## src/rtl/amoa_pkg.sv

```systemverilog
// amoa_pkg: shared definitions for the approximate multi-operand adder
// (AMOA) consumer blocks.
//   AMOA_SUM_W : width of the 8-operand adder sum.
//   AMOA_N_OPS : number of operands the adder reduces.
//   AMOA_ACC_W : default frame accumulator / result width.
//   state_t    : frame accumulator state encoding.
package amoa_pkg;

  localparam int AMOA_SUM_W = 11;
  localparam int AMOA_N_OPS = 8;
  localparam int AMOA_ACC_W = 24;

  typedef enum logic {
    ST_IDLE = 1'b0,  // no frame in progress
    ST_ACC  = 1'b1   // at least one beat of the current frame accumulated
  } state_t;

endpackage : amoa_pkg

```

## src/rtl/amoa_vld_pipe.sv

```systemverilog
// amoa_vld_pipe: DEPTH-deep delay line for the operand {valid, last}
// sideband, so that it lines up with the registered adder sum.
// Ports:
//   clk, rst_n            : clock, asynchronous active-low reset (clears to 0)
//   src_valid, src_last   : sideband as applied with the operands
//   dly_valid, dly_last   : sideband delayed by DEPTH cycles
module amoa_vld_pipe #(
  parameter int DEPTH = 1
) (
  input  logic clk,
  input  logic rst_n,
  input  logic src_valid,
  input  logic src_last,
  output logic dly_valid,
  output logic dly_last
);

  logic [DEPTH-1:0] valid_sr;
  logic [DEPTH-1:0] last_sr;

  // NOTE: sequential state uses non-blocking assignments so every stage
  // samples the previous stage's value from before the edge.
  always_ff @(posedge clk or negedge rst_n) begin
    if (!rst_n) begin
      valid_sr <= '0;
      last_sr  <= '0;
    end else begin
      valid_sr[0] <= src_valid;
      last_sr[0]  <= src_last;
      for (int i = 1; i < DEPTH; i++) begin
        valid_sr[i] <= valid_sr[i-1];
        last_sr[i]  <= last_sr[i-1];
      end
    end
  end

  assign dly_valid = valid_sr[DEPTH-1];
  assign dly_last  = last_sr[DEPTH-1];

endmodule : amoa_vld_pipe

```

## src/rtl/amoa_acc_drain.sv

```systemverilog
// amoa_acc_drain: accumulates consecutive AMOA sums into frame totals and
// presents each completed frame on a valid/ready port with a one-entry
// result buffer.
// Ports:
//   clk, rst_n          : clock, asynchronous active-low reset
//   op_valid, op_last   : operand beat applied to the adder / ends the frame
//   op_ready            : operand source may issue a beat this cycle
//   sum_in              : registered adder sum (ADDER_LAT cycles after op_*)
//   res_data, res_beats : completed frame total and its beat count
//   res_valid, res_ready: result handshake
//   drop_err            : sticky, a frame completed while the buffer was blocked
//   clr_err             : synchronous clear of drop_err (a new drop wins)
//   sat_flag            : only with AMOA_ACC_SAT_EN, frame total saturated
// Configuration macro: AMOA_ACC_SAT_EN selects a saturating accumulator and
// adds sat_flag; otherwise the accumulator wraps modulo 2^ACC_W.
module amoa_acc_drain
  import amoa_pkg::*;
#(
  parameter int SUM_W     = AMOA_SUM_W,
  parameter int ACC_W     = AMOA_ACC_W,
  parameter int ADDER_LAT = 1,
  parameter int CNT_W     = 16
) (
  input  logic             clk,
  input  logic             rst_n,
  input  logic             op_valid,
  input  logic             op_last,
  output logic             op_ready,
  input  logic [SUM_W-1:0] sum_in,
  output logic [ACC_W-1:0] res_data,
  output logic [CNT_W-1:0] res_beats,
  output logic             res_valid,
  input  logic             res_ready,
`ifdef AMOA_ACC_SAT_EN
  output logic             sat_flag,
`endif
  output logic             drop_err,
  input  logic             clr_err
);

  logic             a_valid;
  logic             a_last;
  state_t           state, state_d;
  logic [ACC_W-1:0] acc, acc_d;
  logic [CNT_W-1:0] cnt, cnt_d;
  logic [ACC_W-1:0] base_acc;
  logic [CNT_W-1:0] base_cnt;
  logic [ACC_W-1:0] total;
  logic [CNT_W-1:0] beats;
  logic             complete;
  logic             blocked;
`ifdef AMOA_ACC_SAT_EN
  logic             acc_sat, acc_sat_d;
  logic             total_sat;
  logic             carry;
  logic [ACC_W-1:0] sum_wide;
`endif

  amoa_vld_pipe #(.DEPTH(ADDER_LAT)) u_vld_pipe (
    .clk       (clk),
    .rst_n     (rst_n),
    .src_valid (op_valid),
    .src_last  (op_last),
    .dly_valid (a_valid),
    .dly_last  (a_last)
  );

  // NOTE: every signal written here gets a default first, so no path can
  // leave one unassigned and infer a latch.
  always_comb begin
    // In IDLE the frame starts from zero, so the first beat loads the sum.
    base_acc = (state == ST_ACC) ? acc : '0;
    base_cnt = (state == ST_ACC) ? cnt : '0;
`ifdef AMOA_ACC_SAT_EN
    {carry, sum_wide} = {1'b0, base_acc} + {1'b0, ACC_W'(sum_in)};
    total     = carry ? '1 : sum_wide;
    total_sat = ((state == ST_ACC) && acc_sat) || carry;
    acc_sat_d = acc_sat;
`else
    total = base_acc + ACC_W'(sum_in);
`endif
    beats    = (&base_cnt) ? base_cnt : base_cnt + CNT_W'(1);
    state_d  = state;
    acc_d    = acc;
    cnt_d    = cnt;
    complete = 1'b0;
    if (a_valid) begin
      if (a_last) begin
        // Completing beat clears the running frame so the next beat can
        // start a new frame without a bubble.
        complete = 1'b1;
        state_d  = ST_IDLE;
        acc_d    = '0;
        cnt_d    = '0;
`ifdef AMOA_ACC_SAT_EN
        acc_sat_d = 1'b0;
`endif
      end else begin
        state_d = ST_ACC;
        acc_d   = total;
        cnt_d   = beats;
`ifdef AMOA_ACC_SAT_EN
        acc_sat_d = total_sat;
`endif
      end
    end
  end

  always_ff @(posedge clk or negedge rst_n) begin
    if (!rst_n) begin
      state <= ST_IDLE;
      acc   <= '0;
      cnt   <= '0;
`ifdef AMOA_ACC_SAT_EN
      acc_sat <= 1'b0;
`endif
    end else begin
      state <= state_d;
      acc   <= acc_d;
      cnt   <= cnt_d;
`ifdef AMOA_ACC_SAT_EN
      acc_sat <= acc_sat_d;
`endif
    end
  end

  assign blocked  = res_valid && !res_ready;
  assign op_ready = !blocked;

  // Result buffer: a completion loads it unless the held result is blocked,
  // in which case the new frame is dropped and flagged.
  always_ff @(posedge clk or negedge rst_n) begin
    if (!rst_n) begin
      res_valid <= 1'b0;
      res_data  <= '0;
      res_beats <= '0;
      drop_err  <= 1'b0;
`ifdef AMOA_ACC_SAT_EN
      sat_flag  <= 1'b0;
`endif
    end else begin
      if (complete && !blocked) begin
        res_valid <= 1'b1;
        res_data  <= total;
        res_beats <= beats;
`ifdef AMOA_ACC_SAT_EN
        sat_flag  <= total_sat;
`endif
      end else if (res_valid && res_ready) begin
        res_valid <= 1'b0;
      end
      if (complete && blocked) begin
        drop_err <= 1'b1;
      end else if (clr_err) begin
        drop_err <= 1'b0;
      end
    end
  end

endmodule : amoa_acc_drain

```

## config.mk

```make
export PLATFORM = sky130hd
export DESIGN_NAME = amoa_acc_drain
export DESIGN_NICKNAME = d
export VERILOG_FILES = /design/src/rtl/amoa_pkg.sv /design/src/rtl/amoa_vld_pipe.sv /design/src/rtl/amoa_acc_drain.sv
export SDC_FILE = /design/constraint.sdc
export NUM_CORES = 1
export LEC_CHECK = 0
export ABC_AREA = 1
export BUFFER_PORTS_ARGS = -buffer_cell sky130_fd_sc_hd__buf_2
export CORE_ASPECT_RATIO = 0.6
export CORE_MARGIN = 5
export CORE_UTILIZATION = 25
export DETAILED_ROUTE_END_ITERATION = 16
export GPL_ROUTABILITY_DRIVEN = 0
export GPL_TIMING_DRIVEN = 0
export PLACE_DENSITY = 0.51
export SYNTH_ARGS = -nofsm -noshare
export SYNTH_HDL_FRONTEND = slang
export SYNTH_SLANG_ARGS = --single-unit
```

## constraint.sdc

```tcl
create_clock -name clk -period 3.1 [get_ports clk]
set_input_delay 0.155 -clock clk [delete_from_list [all_inputs] [get_ports clk]]
set_output_delay 0.155 -clock clk [all_outputs]
set_load 0.03 [all_outputs]
```

== Word level (Yosys, flattened, before mapping) ==
Cells that the tools add are included.
Cells by class
  $add $sub $neg: 2
  multiplexer cells: 12
  reduce and logical (&&, ||, !) cells: 9
Operators by type and width (count)
  2-to-1 mux 16 bit: 3
  2-to-1 mux 24 bit: 2
  adder 24 x 11 -> 24 bit: 1
  adder 16 x 1 -> 16 bit, second input constant: 1
  AND reduction 16 bit: 1
  2-to-1 mux 1 bit: 7
  logical AND 1 bit: 4
  nonzero test 2 bit: 2
  logical NOT 1 bit: 2
Word-level totals
  bits in registers: 85
  output and inout port bits: 43
  word-level logic and storage cells: 32

== Longest topological paths before layout ==
  depth in word-level cells: 5
  depth in mapped cells: 20

== Hierarchy ==
A second synthesis with hierarchy kept.
Unflattened totals
  cells, all modules: 721
  area total of the unflattened synthesis: 4966.0 um2
Modules (own cells, without submodules)
  amoa_acc_drain: instances 1, cells an instance 719, area each 4916.0 um2, sequential area each 2077.0 um2
  amoa_vld_pipe: instances 1, cells an instance 2, area each 50.0 um2, sequential area each 50.0 um2

== Least setup slack after synthesis ==
OpenSTA, ideal clock, no wires.
  kind: reg2reg
  start: register state
  end: register res_data[16]
  library setup time: 118 ps
  arrival: 2652 ps
  path slack: 330 ps
  cell stages (with the launch flop): 20
  buffers on the path: 5
  period minus slack after synthesis: 2770 ps
  cells stage by stage: dfrtp_1 -> buf_6 -> buf_6 -> buf_2 -> buf_2 -> buf_2 -> nand2_1 -> inv_1 -> ha_1 -> inv_1 -> fa_1 -> nand3b_1 -> nand2_1 -> nand2_1 -> nand2_1 -> nand2_1 -> nand2_1 -> nand3_1 -> nand3_1 -> nand2_1
On the way
  word-level cells in the longest chain between the ends: 2
RTL lines
  start: declaration: line amoa_acc_drain.sv:43  | state_t state, state_d;
  start signal: assignment: line amoa_acc_drain.sv:118  | state <= state_d;
  2-to-1 mux 24 bit: line amoa_acc_drain.sv:72  | base_acc = (state == ST_ACC) ? acc : '0;
  adder 24 x 11 -> 24 bit: line amoa_acc_drain.sv:80  | total = base_acc + ACC_W'(sum_in);
  end signal: assignment: line amoa_acc_drain.sv:144  | res_data <= total;
  end: declaration: line amoa_acc_drain.sv:30  | output logic [ACC_W-1:0] res_data,
Every way passes these cells.
A chain may end at the register's enable or synchronous reset.

== Final worst setup path ==
  start: register state
  end: register res_data[12]
The elaborated chain is that of the path after synthesis.

==> qor.yml <==
cts:
  cts_max_level: 3
  clk_pin_slew_worst_paths_ns: 0.07
  insertion_delay_ns: 0.36
  cts_sinks: 85
  cts_buffer_depth: 2
  numCtsBuffers: 9
  cts_tree: "built"
  ctsRootBufferMaster: "clkbuf_16"
yosys:
  syn-cell-area_um2: 5010
  syn_inst: 730
  ys_seq_area_share_pct: 42.4
  synthTopCellsByArea: "dfrtp_1, nand2_1, nand3_1"
  synth_top_area_share_pct: 42.4
  synthArstFlopShare_pct: 100
  synth-edff-count: 0
  synth_area_leader_cell: "dfrtp_1"
  syn_avg_cell_area_um2: 6.87
  netlist_top_cells_count: "nand2_1, dfrtp_1, inv_1"
  syn_nets: 760
  yosysWarnings: 0
  synth-seq-cells: 85
  synth_cell_types: 29
  synth_ff_type: "dfrtp_1"
  synth.most_common_cell: "nand2_1"
setup_path:
  endpoint_kind: "flop"
  crit_fanout: 28
  critPathRequiredTime_ns: 3.34
  start_kind: "flop"
  critPathKind: "reg2reg"
  critical_path.top_delay_family: "simple AND/OR/NAND/NOR gates"
  arrival_ns: 3.15
  crit_path_frequent_cell: "nand2_1"
  crit_chain: "buf_12 > buf_6 > buf_6 > nand2_1 > inv_1 > ha_1 > inv_1 > fa_1 > nand3b_1 > nand2_1 > nand2_1 > nand2_1 > nand2_1 > nand2_1 > nand3_1 > nand3_1 > nand2_1"
  cpMaxStageDelayCell: "dfrtp_2"
  critPathMaxStageDelay_ns: 0.44
  crit_buf_inv: 5
finish:
  diodes: 0
  final_area_um2: 6020
  fin_util_pct: 30.3
  synthToLayoutAreaGrowth_pct: 20.1
  layout.nets: 834
  drive_gt1_share_pct: 12.1
  stdcell_count: 1082
placed_design:
  place_area_um2: 5680
  dp_hpwl_um: 11700
  place_ws_ns: -0.490
  place_inst: 1063
  port_buffers: 59
job:
  max_cap_violations: 0
floorplan:
  die_h_um: 120
  pin_count: 60
  start_util_pct: 25.2
  core_um2: 19900
  die_w_um: 193
  die_area_um2: 23100
  rows: 40
sta:
  layout_setup_ws_ns: 0.191
  worst_pin_slew_ns: 0.842
  setup-violations-final: 0
  slew_violations: 0
  period_share_pct: 93.8
  whs_ns: 0.108
  skew_ns: 0.0134
  period_needed_ns: 2.91
  hold_viol_final: 0
  maxSlewHeadroom_pct: 43.9
  max_freq_mhz: 344
  rsz0062_at_grt: "false"
routing:
  drtAntennaViolNets: 0
  drtIter0Drc: 292
  vias: 4588
  drc_errors: 0
  wl_per_cell_um: 14.1
  vias_per_cell: 4.24
  wirelength_um: 15300
  dr.pass1.iters: 5
power:
  ir_worst_vdd_uv: 231
  pwr_density_cell_nw_per_um2: 466
  p_leak_uw: 0.00339
global_routing:
  grt_overflow_total: 0
  grt_max_degree: 55
  grt_pass1_wl_um: 24500
  antenna_found_initial: 0
  grt.total_usage_pct: 13.7
  grt_pass1_vias: 4381
worst_hold_path:
  worstHoldPathType: "in2reg"
outcome:
  status: "completed"
-- worst paths after layout --
kind                               start            end  slack [ns]  cells after the start
setup / recovery                   state   res_data[12]        0.19                     17
hold / removal                 res_ready      res_valid        0.11                      4
setup reg to reg                   state   res_data[12]        0.19                     17
hold reg to reg            res_beats[15]  res_beats[15]        0.47                      2
max in group asynchronous          rst_n   res_data[22]        2.15                      3
min in group asynchronous          rst_n         cnt[2]        0.30                      2
-- worst register-to-register path: stages (launching register included) --
cell and delay (ns):
dfrtp_2 0.44, buf_12 0.20, buf_6 0.18, buf_6 0.17
nand2_1 0.06, inv_1 0.05, ha_1 0.18, inv_1 0.08
fa_1 0.44, nand3b_1 0.21, nand2_1 0.17, nand2_1 0.07
nand2_1 0.12, nand2_1 0.09, nand2_1 0.10, nand3_1 0.09
nand3_1 0.10, nand2_1 0.06
-- sequential cells by signal (all words and copies together) (netlist names) --
name,flops
u_vld_pipe.dly_last,1
acc,24
drop_err,1
res_beats,16
res_valid,1
cnt,16
res_data,24
u_vld_pipe.dly_valid,1
state,1
-- routing by layer --
layer,vias to the layer above,GRT usage [%],part of all wire [%]
li1,2415,-,-
met1,2071,22.3,58
met2,96,17.8,37
met3,6,3.63,4.9
met4,0,2.27,0.33
met5,-,0,0
-- through the flow --
stage,setup TNS [ns],power (uW)
after floorplan,0,1560
after global placement,-8.55,1750
after detailed placement,-8.53,1760
after CTS,0,2840
after global routing,0,2960
final,0,2810
-- final cells by class --
cell class / instances / area (um^2)
clock buffer: 10 / 239
multi-input combinational: 537 / 2450
sequential: 85 / 2130
fill: 2208 / 13800
clock inverter: 6 / 46.3
buffer: 21 / 123
inverter: 85 / 319
timing repair buffer: 65 / 373
tap: 273 / 342
-- cells in the final DEF (no fill, tap or decap), types with 9 or more instances in the layout --
| cell | instances |
|---|---|
| nand2_1 | 326 |
| inv_1 | 84 |
| dfrtp_1 | 84 |
| nand3_1 | 67 |
| buf_2 | 59 |
| nor2_1 | 48 |
| o21ai_0 | 23 |
| clkbuf_1 | 15 |
| ha_1 | 12 |
| xnor2_1 | 9 |
| clkbuf_16 | 9 |
-- power breakdown --
group,total (uW),internal (uW),leakage [uW],switching [uW]
clock network,1070,573,0.000141,495
registers,1230,1180,0.00114,45.6
logic,511,149,0.00211,362
total,2810,1900,0.00339,903
-- repair_timing --
action	CTS	global route
setup buffers	0	1
hold endpoints to repair	34	0
endpoints found under the setup margin	37	14
resized for setup	6	2
pin swaps	0	0
gates cloned	0	0
hold buffers	4	0
-- logic make-up (layout without fill, tap and decap cells) --
kind of cell    Yosys count  count (layout)  share of synthesized area [%]
compound gates           40              40                           4.47
fa+ha+maj                13              13                           3.39
xor+xnor                 15              15                           2.62
flops                    85              85                           42.4
simple gates            469             469                           38.4
buf+inv                 108             187                           8.71
(Power assumes the default switching activity.)
